==> src/rtl/gimli_stream_buffer_out.sv <==
// Wide-to-narrow stream serialiser for Gimli state/tag output blocks.
// Little-endian word order; the final word carries the residual byte count.
module gimli_stream_buffer_out #(
    parameter int DIN_WIDTH       = 128,
    parameter int DIN_SIZE_WIDTH  = 4,
    parameter int DOUT_WIDTH      = 32,
    parameter int DOUT_SIZE_WIDTH = 2
) (
    input  logic                       clk,
    input  logic                       rst,
    input  logic [DIN_WIDTH-1:0]       din,
    input  logic [DIN_SIZE_WIDTH:0]    din_size,
    input  logic                       din_last,
    input  logic                       din_valid,
    output logic                       din_ready,
    output logic [DOUT_WIDTH-1:0]      dout,
    output logic [DOUT_SIZE_WIDTH:0]   dout_size,
    output logic                       dout_valid,
    input  logic                       dout_ready,
    output logic                       dout_last,
    output logic [DIN_SIZE_WIDTH:0]    size
);

    localparam int BYTES = 2 ** DOUT_SIZE_WIDTH;
    localparam int SW    = DIN_SIZE_WIDTH + 1;
    localparam int OSW   = DOUT_SIZE_WIDTH + 1;

    typedef enum logic {
        EMPTY,
        ACTIVE
    } state_t;

    state_t               state;
    state_t               state_next;
    logic [DIN_WIDTH-1:0] reg_buffer;
    logic [SW-1:0]        reg_size;
    logic                 reg_last;
    logic                 reg_active;
    logic                 fits;
    logic                 final_word;
    logic                 load;
    logic                 accept;

    assign reg_active = (state == ACTIVE);
    assign fits       = (reg_size <= SW'(BYTES));
    assign final_word = reg_active & fits;
    assign din_ready  = ~reg_active | (final_word & dout_ready);
    assign load       = din_valid & din_ready;
    assign accept     = reg_active & dout_ready;

    assign dout       = reg_buffer[DOUT_WIDTH-1:0];
    assign dout_size  = fits ? reg_size[OSW-1:0] : OSW'(BYTES);
    assign dout_valid = reg_active;
    assign dout_last  = reg_last & final_word;
    assign size       = reg_size;

    // An empty non-last block is swallowed without producing a word.
    always_comb begin
        state_next = state;
        if (load) begin
            state_next = ((din_size != '0) || din_last) ? ACTIVE : EMPTY;
        end else if (accept && fits) begin
            state_next = EMPTY;
        end
    end

    always_ff @(posedge clk) begin
        if (rst) begin
            state <= EMPTY;
        end else begin
            state <= state_next;
        end
    end

    always_ff @(posedge clk) begin
        if (rst) begin
            reg_size <= '0;
            reg_last <= 1'b0;
        end else if (load) begin
            reg_buffer <= din;
            reg_size   <= din_size;
            reg_last   <= din_last;
        end else if (accept) begin
            if (fits) begin
                reg_size <= '0;
                reg_last <= 1'b0;
            end else begin
                reg_buffer <= reg_buffer >> DOUT_WIDTH;
                reg_size   <= reg_size - SW'(BYTES);
            end
        end
    end

endmodule

==> config.mk <==
export PLATFORM = sky130hd
export DESIGN_NAME = gimli_stream_buffer_out
export DESIGN_NICKNAME = d
export VERILOG_FILES = /design/src/rtl/gimli_stream_buffer_out.sv
export SDC_FILE = /design/constraint.sdc
export NUM_CORES = 1
export LEC_CHECK = 0
export ABC_CLOCK_PERIOD_IN_PS = 17700
export CAP_MARGIN = 20
export CORE_ASPECT_RATIO = 0.5
export CORE_MARGIN = 1
export CORE_UTILIZATION = 49
export CTS_BUF_LIST = sky130_fd_sc_hd__clkbuf_2 sky130_fd_sc_hd__clkbuf_4 sky130_fd_sc_hd__clkbuf_8
export CTS_CLUSTER_SIZE = 24
export DETAILED_ROUTE_END_ITERATION = 8
export GPL_TIMING_DRIVEN = 0
export PLACE_DENSITY_LB_ADDON = 0.2
export SLEW_MARGIN = 40
export SYNTH_ARGS = -nofsm -noshare
export SYNTH_HDL_FRONTEND = slang
export SYNTH_SLANG_ARGS = --single-unit
==> constraint.sdc <==
create_clock -name clk -period 17.7 [get_ports clk]
set_input_delay 3.54 -clock clk [delete_from_list [all_inputs] [get_ports clk]]
set_output_delay 3.54 -clock clk [all_outputs]
set_load 0.03 [all_outputs]
==> results.py <==
metrics = {
    "flow_run": {
        "maxCapViolations": 0,
    },
    "global_route": {
        "overflow": 0,
        "antenna_found_initial": 0,
        "grt_usage": 0.1911,
        "grt_pass1_wl_mm": 18.35,
        "grt_pass1_vias": 3592,
        "grt_max_degree": 17,
    },
    "sta": {
        "rsz0062_at_grt": "false",
        "relSlewSlack": 0.6105,
        "slew_violations": 0,
        "min_period_over_period": 0.5442,
        "min_period_ns": 9.632,
        "hold_violations": 0,
        "clock_skew_ns": 0.01161,
        "max_freq_mhz": 103.8,
        "timing.final.setup_violations": 0,
        "worst_pin_slew_ns": 0.5824,
    },
    "setup_path": {
        "crit_arrival_ns": 6.09,
        "slowest_delay_ns": 0.70,
        "cp_max_fo": 10,
        "path_class": "input pin to output port",
        "cpMostUsedCell": "clkdlybuf4s50_1",
        "worst_setup_path_start_kind": "input pin",
        "cp_cell_sequence": "clkdlybuf4s50_1 > or4b_1 > o311ai_2 > clkbuf_1 > buf_2 > clkdlybuf4s50_1",
        "crit_slowest_cell": "clkdlybuf4s50_1",
        "end_kind": "output port",
        "cp.required_ns": 14.16,
    },
    "synthesis": {
        "ys_top_cells_by_count": "128 x edfxtp_1, 57 x mux2_2, 40 x mux2_4, 33 x and3_1, 32 x buf_4",
        "syn-num-nets": 501,
        "synth_area_per_cell_um2": 16.92,
        "synthArstFlopShare": 0,
        "yosysWarnings": 0,
        "synth.most_common_cell": "edfxtp_1",
        "syn_area_um2": 6108,
        "synth_top_area_share": 0.6293,
        "synth_flop_cell": "edfxtp_1",
        "synth_seq_area_share": 0.6522,
        "synth.area.top_cells": "edfxtp_1 63%, mux2_2 11%, mux2_4 9.8%, buf_4 3.9%, and3_1 3.4%",
        "synth_top_cell_by_area": "edfxtp_1",
        "synth-seq-cells": 135,
        "ys_types": 32,
        "synthCells": 361,
        "synth_edf_count": 128,
    },
    "placement": {
        "io_buffers": 180,
        "placedCellCount": 718,
        "gp_congestion": 0.7934,
        "hpwl_mm": 8.908,
    },
    "power_and_ir_drop": {
        "p_total_mw": 0.8098,
        "leakage_nw": 3.292,
        "p_per_area_nw_per_um2": 93.33,
        "vdd_drop_max_mv": 0.05042,
    },
    "clocking": {
        "htree_levels": 4,
        "root_buffer": "clkbuf_8",
        "numCtsBuffers": 17,
        "cts_resized": 0,
        "cts_tree": "yes",
        "cts_sinks": 135,
        "clk_pin_slew_ns": 0.07,
        "cts_hold_buf": 0,
        "clk_latency_ns": 0.43,
        "postCtsSetupBuffers": 0,
        "cts_buffer_depth": 2,
    },
    "drt": {
        "drtIter0Drc": 138,
        "first_pass_iters": 4,
        "via_per_inst": 4.856,
        "drt_wl_total_mm": 11.96,
        "via_count": 3637,
        "final_antenna_net_count": 0,
        "drc": 0,
        "wl_per_cell_um": 15.96,
    },
    "finish": {
        "final_cells": 749,
        "drive_gt1_frac": 0.3202,
        "area_growth_pct": 42.05,
        "insertedDiodeCount": 0,
        "fin_nets": 712,
    },
    "hold_path": {
        "min_path_type": "flop to flop",
    },
    "floorplanning": {
        "initial_core_util": 0.5098,
        "rows": 28,
        "fp.dieW_um": 159.9,
        "fp.coreArea_um2": 11980,
        "ios": 181,
        "die_area_um2": 12940,
        "die_height_um": 80.95,
    },
    "run_status": {
        "status": "completed",
    },
}
==> metal layers <==
layer  track usage  part of all wire  routed length, um
met5             0                 0                  0
met2        0.3284              0.49               5876
met3       0.05720             0.063                750
met1        0.2341              0.44               5231
met4       0.06762            0.0083                 99
==> cell families after synthesis <==
logic type / count (synthesis) / synth area share
flops: 135 / 0.6522
mux: 97 / 0.2034
buf+inv: 57 / 0.06206
simple gates: 47 / 0.04896
compound gates: 23 / 0.02929
fa+ha+maj: 2 / 0.004096
==> final cells by class <==
class                   count  area (um^2)
repair buffers            192         1922
inverters                   6        22.52
clock buffers              19        249.0
multi-input cells         169         1758
fillers                   794         3304
flip-flops and latches    135         3984
clock inverters            12        178.9
well taps                 165        206.4
plain buffers              51        356.6
==> power breakdown <==
group          internal (mW)  switching (mW)  leakage, nW
Combinational         0.0868          0.0629         1.83
Sequential             0.379         0.00677         1.25
Clock                  0.156           0.119        0.209
Total                  0.622           0.188         3.29
==> worst max-delay path, delay by kind of cell <==
family	cells	cell delay (ns)
buffers and inverters	4	1.97
and+or+nand+nor	1	0.47
AOI/OAI and AO/OA	1	0.11
==> final timing paths <==
path | start | end | slack, ns | cells after the start
setup / recovery | dout_ready | din_ready | 8.07 | 6
hold / removal | reg_last$_SDFFE_PP0P_ | reg_last$_SDFFE_PP0P_ | 0.47 | 1
setup reg to reg | size[3]$_SDFFE_PP0P_ | reg_buffer[86]$_DFFE_PP_ | 14.70 | 10
hold reg to reg | reg_last$_SDFFE_PP0P_ | reg_last$_SDFFE_PP0P_ | 0.47 | 1
==> layout by cell type, fill, tap and decap left out, types with 2 or more instances in the layout <==
cell type          n
clkdlybuf4s50_1  180
edfxtp_1         128
mux2_2            57
mux2_4            40
buf_4             37
and3_1            33
clkbuf_8          17
buf_6             11
clkbuf_1           8
dfxtp_1            7
inv_1              6
buf_2              6
a21oi_1            4
a211oi_1           4
bufinv_16          4
and2_1             3
a32o_1             3
a31oi_1            3
clkinv_4           3
clkinvlp_4         3
nand2_1            2
o41ai_1            2
o31ai_1            2
ha_1               2
clkbuf_4           2
clkinv_2           2
==> stage by stage <==
step / hold slack (ns) / TNS [ns] / setup WS [ns] / utilization / instance area (um^2)
after floorplan: 0.4338 / 0 / 3.619 / - / 6108
after global placement: 0.4425 / -116.59 / -0.9215 / 0.6774 / 8117
after detailed placement: 0.4578 / 0 / 8.062 / 0.6885 / 8249
after CTS: 0.4726 / 0 / 8.054 / 0.7242 / 8677
after global routing: 0.4927 / 0 / 7.941 / 0.7242 / 8677
final: 0.4715 / 0 / 8.068 / 0.7242 / 8677
==> flip-flops by register name, indices dropped and copies added, names as in the netlist <==
signal / cells
reg_buffer: 128
size: 5
dout_valid: 1
reg_last: 1
(Power assumes the default switching activity.)
